## src/rtl/axis_weight_sequencer.sv

```systemverilog
// Per-packet weight sequencer: walks a small weight table once per AXI-Stream packet and wraps per frame.
// Optional macro WEIGHT_SHADOW_EN: config writes land in a shadow table that is copied in at frame boundaries.
module axis_weight_sequencer #(
    parameter int NUM_W    = 4,
    parameter int WEIGHT_W = 8
) (
    input  logic                       CLK,
    input  logic                       RESETN,
    input  logic                       cfg_we,
    input  logic [$clog2(NUM_W)-1:0]   cfg_addr,
    input  logic [WEIGHT_W-1:0]        cfg_wdata,
    input  logic [$clog2(NUM_W):0]     cfg_count,
    input  logic                       enable,
    input  logic                       s_axis_tvalid,
    input  logic                       s_axis_tlast,
    output logic                       s_axis_tready,
    output logic                       m_axis_tvalid,
    output logic                       m_axis_tlast,
    input  logic                       m_axis_tready,
    output logic [WEIGHT_W-1:0]        bWeight,
    output logic [$clog2(NUM_W)-1:0]   weight_idx,
    output logic                       frame_done,
    output logic [15:0]                frame_cnt,
    output logic                       busy
);

    localparam int IDX_W = $clog2(NUM_W);
    localparam int CNT_W = IDX_W + 1;

    typedef enum logic [1:0] {
        ST_IDLE  = 2'd0,
        ST_RUN   = 2'd1,
        ST_DRAIN = 2'd2
    } state_e;

    state_e               state_q, state_d;
    logic [CNT_W-1:0]     count_q, count_d;
    logic [IDX_W-1:0]     idx_q, idx_d;
    logic                 in_pkt_q, in_pkt_d;
    logic                 frame_done_q, frame_done_d;
    logic [15:0]          frame_cnt_q, frame_cnt_d;
    logic [WEIGHT_W-1:0]  tbl_q [NUM_W];
    logic [WEIGHT_W-1:0]  tbl_d [NUM_W];
`ifdef WEIGHT_SHADOW_EN
    logic [WEIGHT_W-1:0]  shd_q [NUM_W];
    logic [WEIGHT_W-1:0]  shd_d [NUM_W];
`endif

    logic                 active_s;
    logic                 accept_s;
    logic                 last_acc_s;
    logic                 wrap_s;
    logic                 cfg_ok_s;
    logic                 write_ok_s;

    // Handshake qualifiers shared by the FSM and table logic
    always_comb begin
        active_s   = (state_q != ST_IDLE);
        accept_s   = active_s && s_axis_tvalid && m_axis_tready;
        last_acc_s = accept_s && s_axis_tlast;
        wrap_s     = last_acc_s && ({1'b0, idx_q} == (count_q - CNT_W'(1)));
        cfg_ok_s   = (cfg_count != CNT_W'(0)) && (32'(cfg_count) <= NUM_W);
        write_ok_s = cfg_we && (32'(cfg_addr) < NUM_W);
    end

    // Next-state, index advance and frame accounting
    always_comb begin
        state_d      = state_q;
        count_d      = count_q;
        idx_d        = idx_q;
        in_pkt_d     = in_pkt_q;
        frame_done_d = 1'b0;
        frame_cnt_d  = frame_cnt_q;

        if (accept_s) begin
            in_pkt_d = !s_axis_tlast;
        end else begin
            in_pkt_d = in_pkt_q;
        end

        if (last_acc_s) begin
            if (wrap_s) begin
                idx_d        = IDX_W'(0);
                frame_done_d = 1'b1;
                frame_cnt_d  = frame_cnt_q + 16'd1;
            end else begin
                idx_d = idx_q + IDX_W'(1);
            end
        end else begin
            idx_d = idx_q;
        end

        case (state_q)
            ST_IDLE: begin
                if (enable && cfg_ok_s) begin
                    state_d = ST_RUN;
                    count_d = cfg_count;
                    // Resume at the stored index unless it falls outside the new frame length
                    if ({1'b0, idx_q} >= cfg_count) begin
                        idx_d = IDX_W'(0);
                    end else begin
                        idx_d = idx_q;
                    end
                end else begin
                    state_d = ST_IDLE;
                end
            end
            ST_RUN: begin
                if (!enable) begin
                    state_d = in_pkt_d ? ST_DRAIN : ST_IDLE;
                end else begin
                    state_d = ST_RUN;
                end
            end
            ST_DRAIN: begin
                if (last_acc_s) begin
                    state_d = ST_IDLE;
                end else begin
                    state_d = ST_DRAIN;
                end
            end
            default: begin
                state_d = ST_IDLE;
            end
        endcase
    end

    // Weight table update; the shadow copy includes a write made in the copy cycle
    always_comb begin
        tbl_d = tbl_q;
`ifdef WEIGHT_SHADOW_EN
        shd_d = shd_q;
        if (write_ok_s) begin
            shd_d[cfg_addr] = cfg_wdata;
        end else begin
            shd_d = shd_q;
        end
        if ((state_q == ST_IDLE) || wrap_s) begin
            tbl_d = shd_d;
        end else begin
            tbl_d = tbl_q;
        end
`else
        if (write_ok_s) begin
            tbl_d[cfg_addr] = cfg_wdata;
        end else begin
            tbl_d = tbl_q;
        end
`endif
    end

    // State and datapath registers
    always_ff @(posedge CLK or negedge RESETN) begin
        if (!RESETN) begin
            state_q      <= ST_IDLE;
            count_q      <= CNT_W'(1);
            idx_q        <= IDX_W'(0);
            in_pkt_q     <= 1'b0;
            frame_done_q <= 1'b0;
            frame_cnt_q  <= 16'd0;
            for (int i = 0; i < NUM_W; i++) begin
                tbl_q[i] <= '0;
`ifdef WEIGHT_SHADOW_EN
                shd_q[i] <= '0;
`endif
            end
        end else begin
            state_q      <= state_d;
            count_q      <= count_d;
            idx_q        <= idx_d;
            in_pkt_q     <= in_pkt_d;
            frame_done_q <= frame_done_d;
            frame_cnt_q  <= frame_cnt_d;
            tbl_q        <= tbl_d;
`ifdef WEIGHT_SHADOW_EN
            shd_q        <= shd_d;
`endif
        end
    end

    // Zero-latency stream pass-through, gated off while idle
    always_comb begin
        s_axis_tready = 1'b0;
        m_axis_tvalid = 1'b0;
        m_axis_tlast  = 1'b0;
        if (active_s) begin
            s_axis_tready = m_axis_tready;
            m_axis_tvalid = s_axis_tvalid;
            m_axis_tlast  = s_axis_tlast;
        end else begin
            s_axis_tready = 1'b0;
            m_axis_tvalid = 1'b0;
            m_axis_tlast  = 1'b0;
        end
    end

    assign bWeight    = tbl_q[idx_q];
    assign weight_idx = idx_q;
    assign frame_done = frame_done_q;
    assign frame_cnt  = frame_cnt_q;
    assign busy       = active_s;

endmodule

```

## config.mk

```make
export PLATFORM = sky130hd
export DESIGN_NAME = axis_weight_sequencer
export DESIGN_NICKNAME = d
export VERILOG_FILES = /design/src/rtl/axis_weight_sequencer.sv
export SDC_FILE = /design/constraint.sdc
export NUM_CORES = 1
export LEC_CHECK = 0
export BUFFER_PORTS_ARGS = -buffer_cell sky130_fd_sc_hd__buf_2
export CAP_MARGIN = 20
export CORE_MARGIN = 10
export CORE_UTILIZATION = 40
export CTS_CLUSTER_DIAMETER = 60
export DETAILED_ROUTE_END_ITERATION = 6
export SLEW_MARGIN = 20
export SYNTH_ARGS = -nofsm -noshare
export SYNTH_HDL_FRONTEND = slang
export SYNTH_SLANG_ARGS = --single-unit
```

## constraint.sdc

```tcl
create_clock -name CLK -period 3.2 [get_ports CLK]
set_clock_uncertainty 0.2 [all_clocks]
set_input_delay 0.32 -clock CLK [delete_from_list [all_inputs] [get_ports CLK]]
set_output_delay 0.32 -clock CLK [all_outputs]
set_load 0.01 [all_outputs]
```

== After elaboration in Yosys (flattened, before gate mapping) ==
Cells that the tools add are included.

* Eq/ne operators: 4
* $add $sub $neg: 3
* Reduce and logical (&&, ||, !) cells: 13
* Muxes and demuxes: 22
* Bitwise logic cells: 2
* Order comparisons: 5

{| class="wikitable"
|+ Operators by type and width
! operator !! number
|-
| 32-bit bitwise mux || 1
|-
| 8-bit 2-to-1 mux || 3
|-
| 16-bit by 1-bit adder with 16-bit output, second input constant || 1
|-
| 8-bit binary-select mux with 2-bit select || 1
|-
| 8-bit demux with 2-bit select || 1
|-
| 2-bit 2-to-1 mux || 8
|-
| 1-bit logical AND || 7
|-
| 1-bit 2-to-1 mux || 7
|-
| 3-bit greater-or-equal comparator, second input constant || 2
|-
| 2-bit NOT with 3-bit output || 2
|-
| 2-bit case mux with 3 select lines || 1
|-
| 2-bit AND reduction || 2
|-
| 2-bit by 3-bit == test with 1-bit output || 1
|-
| 2-bit by 3-bit greater-or-equal comparator with 1-bit output || 1
|-
| 3-bit <= comparator, second input constant || 1
|-
| 3-bit by 1-bit less-than comparator with 1-bit output, second input constant || 1
|-
| 3-bit != test, second input constant || 1
|-
| 3-bit nonzero test || 1
|-
| 3-bit by 1-bit subtractor with 3-bit output, second input constant || 1
|-
| 2-bit by 1-bit adder with 2-bit output, second input constant || 1
|-
| 2-bit by 1-bit == test with 1-bit output, second input constant || 1
|-
| 2-bit == test, second input constant || 1
|-
| 2-bit zero test || 1
|-
| 2-bit nonzero test || 1
|-
| 1-bit zero test || 1
|}

* Bits in registers: 57
* Word-level logic and storage cells: 59
* Output and inout port bits: 31

== Depth between registers and ports, before layout ==
* Depth in word-level cells: 9
* Gate-level depth with buffers: 8
* Gate-level depth less buffers: 7

== Least setup slack after synthesis ==
Ideal clock, no wire load.

* Path type: reg-to-reg
* Start: register count_q[0]
* End: register frame_cnt_q[14] (netlist: frame_cnt[14])
* Setup slack: 0.958 ns
* Data required time: 2.875 ns
* Data arrival time: 1.916 ns
* Cell stages (with the launch flop): 8
* Setup time: 0.125 ns
* Path through: dfstp_2 -> inv_1 -> ha_1 -> xnor2_1 -> or3_4 -> nor4b_4 -> nand3_1 -> xnor2_1

* Word-level cells in the longest chain between the ends: 4

{| class="wikitable"
|+ Ends and longest elaborated chain
! element !! line !! RTL
|-
| from (decl) || 37 || <nowiki>logic [CNT_W-1:0] count_q, count_d;</nowiki>
|-
| from (signal assigned) || 169 || <nowiki>count_q <= count_d;</nowiki>
|-
| 3-bit by 1-bit subtractor with 3-bit output || 61 || <nowiki>wrap_s = last_acc_s && ({1'b0, idx_q} == (count_q - CNT_W'(1)));</nowiki>
|-
| 2-bit by 3-bit == test with 1-bit output || 61 ||
|-
| 1-bit logical AND || 61 ||
|-
| 2-bit AND reduction (no source line) || -- ||
|-
| to (signal assigned) || 173 || <nowiki>frame_cnt_q <= frame_cnt_d;</nowiki>
|-
| to (decl) || 41 || <nowiki>logic [15:0] frame_cnt_q, frame_cnt_d;</nowiki>
|}

No other way between the ends.
A chain may end at the register's enable or synchronous reset.

== Worst setup path after layout ==
* Start: register count_q[0]
* End: register frame_cnt_q[10] (netlist: frame_cnt[10])

Same word-level chain as after synthesis.

==> results.md <==
* Finish-stage setup viols at 0
* # rows at 29
* Synth Area in Compound Gates at 0.0328
* H-tree lvl count at 3
* Crit-path cells: inv_1 -> ha_1 -> xnor2_1 -> or3_4 -> nor4b_4 -> nand3_1 -> xnor2_1
* Max stage delay cell, worst path: dfstp_2
* Drt first pass iters at 4
* Pre-CTS setup slack at 831 ps
* Initial antenna violation count at 0
* RD Place Congestion at 0.759
* Largest net degree at the start of global routing at 39
* Synth async-reset ratio at 1.00
* Hold Path Class: in -> reg
* Number of global-route vias before repair at 1881
* CTS tree: built
* DRT antenna net count at 0
* Outcome: finished, final reports clean
* Relative slew margins at 0.499
* Post-Syn Nets at 217
* Slew of the pin with the lowest slew margin at 749 ps
* Post-Route Setup TNS at 0 ps
* Syn Inst Count at 193
* CTS clk-pin slew, worst paths at 60 ps
* Crit start category: register
* PwrDens at 698 nW/µm²
* CP Capture Type: register
* Max incr delay on CP at 540 ps
* Slew Limit Fails at 0
* Hold path depth at 2
* Clk Latency, worst-skew pair at 330 ps
* #FFs+latches synth at 57
* Clk buf depth at 2
* Core area at 6420 µm²
* Seq/Total Area, Yosys at 0.535
* Most frequent CP cell: xnor2_1
* Reg2Reg Depth at 7
* WL final at 5480 µm
* Max_cap viols at 0
* IO Count at 51
* Wirelength per Cell at 16.4 µm
* Area growth syn-to-layout at 18.9%
* Drc violations at 0
* EDFF count, synth at 0
* Synth warn at 0
* Die area at 10300 µm²
* Peak supply drop at 339 µV
* Die Wd at 102 µm
* Clk sinks at 57
* Required time of the worst setup path at 3220 ps
* Final worst slack at 828 ps
* Root Buffer: clkbuf_8
* Crit share post-route at 0.741
* All-Layer GR Usage at 0.113
* CTS buffer count at 9
* 1st-iter DRT viols at 26
* Global-route wire length before repair at 9070 µm
* Largest family of logic cells by synthesized area: multiplexers
* Vias at 1743
* Post-Synth Adder-Cell Area at 0.0187
* Layout Utilization at 0.494
* Worst Setup Path Type: reg -> reg
* Port Buffers at 50
* NumNets Final at 278
* Final worst path period need at 2370 ps
* HPWL after DPL at 3930 µm
* Layout cell share with drive strength beyond 1 at 0.420
* Post-synthesis mux area share at 0.230
* Initial Util at 0.416
* Synth Area in Simple Gates at 0.105
* Number of gates resized after CTS at 0
* Worst Path Arrival at 2390 ps
* Final hold vios at 0
* Via density at 5.22
* # diodes at 0
* Main synth FF type: dfrtp_1
* XOR/XNOR share of the synthesized area at 0.0590
* Leak pwr at 1.50 nW
* Mean Syn Cell Area at 13.8 µm²
* Yosys cell types at 33
* Crit path max fanout at 4
* Max Clock Freq at 422 MHz
* Unrepaired setup endpoints after global routing: no
* Post-Syn Area at 2670 µm²
* Congestion Overflow GR at 0
* Die height at 102 µm
-- cell families after synthesis --
family / Yosys count
DFF: 57
buffers and inverters: 11
adders and majority gates: 4
muxes: 44
AOI/OAI and AO/OA: 12
and+or+nand+nor: 47
xor gates and xnor gates: 18
-- final timing paths --
check	startpoint	to	slack, ps
setup / recovery	count_q[0]	frame_cnt[10]	830
hold / removal	s_axis_tlast	state_q[1]	10
setup reg to reg	count_q[0]	frame_cnt[10]	830
hold reg to reg	frame_cnt[15]	frame_cnt[15]	270
max in group asynchronous	RESETN	count_q[0]	1670
min in group asynchronous	RESETN	state_q[1]	260
-- worst max-delay path, delay by kind of cell, from the launching register on --
| family | cells | cell delay [ps] |
|---|---|---|
| xor+xnor | 2 | 290 |
| fa+ha+maj | 1 | 290 |
| buf+inv | 1 | 40 |
| flops | 1 | 540 |
| simple gates | 3 | 890 |
-- placed cells by master (no fill, tap or decap), drive strengths merged, types with 6 or more instances in the layout --
cell type	instances
buf	52
clkbuf	10
dfrtp	56
inv	8
mux2	35
mux4	8
nand2	8
nand3	8
nand4	7
nor2	6
xnor2	14
-- through the flow --
stage               total power, W  hold slack [ps]  cell area [µm²]  std cells
finish                     0.00222             15.0             3180        334
global route               0.00238             6.45             3180        334
CTS                        0.00226             8.89             3180        334
detailed placement         0.00171             92.0             3020        319
global placement           0.00169             91.1             3020        319
floorplan                  0.00146             -176             2670        193
-- Yosys cell counts (2+ instances only) --
cell      number  area share
nand4_1        7       0.016
nor2_1         6      0.0084
mux2_2        35        0.15
nand2_1        8       0.011
and3_1         4      0.0094
a21oi_1        4      0.0075
ha_1           4       0.019
mux4_1         8       0.079
xnor2_1       14       0.046
inv_1          8       0.011
dfrtp_1       56        0.52
and2_1         4      0.0094
xor2_1         4       0.013
nand3b_1       3      0.0084
o21ai_0        2      0.0037
nand3_1        8       0.015
a211oi_1       2      0.0056
-- layout make-up --
type	count	area (µm²)
clock buffer	10	128
clock inverter	4	22.5
fill	599	3250
tap	77	96.3
inverter	8	30.0
timing repair buffer	53	275
multi-input combinational	125	1200
sequential	57	1430
-- metal layers --
layer | GRT usage | wire (µm) | vias to the layer above
met5 | 0 | 0 | -
met4 | 0.0462 | 55 | 0
met3 | 0.0490 | 407 | 6
met2 | 0.186 | 2660 | 47
met1 | 0.127 | 2350 | 862
li1 | - | - | 828
-- repair_timing --
item,in CTS,in global routing
setup buffers,0,0
hold buffers,1,0
endpoints found under the hold margin,19,0
-- where the power goes --
part	total, W	internal [W]	switching [W]
clock	0.000538	0.000267	0.000271
combinational	0.000678	0.000365	0.000314
sequential	0.00100	0.000861	0.000141
-- registers in the layout, indices dropped and copies added (netlist names) --
| signal | count |
|---|---|
| weight_idx | 2 |
| frame_done | 1 |
| tbl_q | 32 |
| state_q | 2 |
| frame_cnt | 16 |
| count_q | 3 |
| in_pkt_q | 1 |
(Power assumes the default switching activity.)
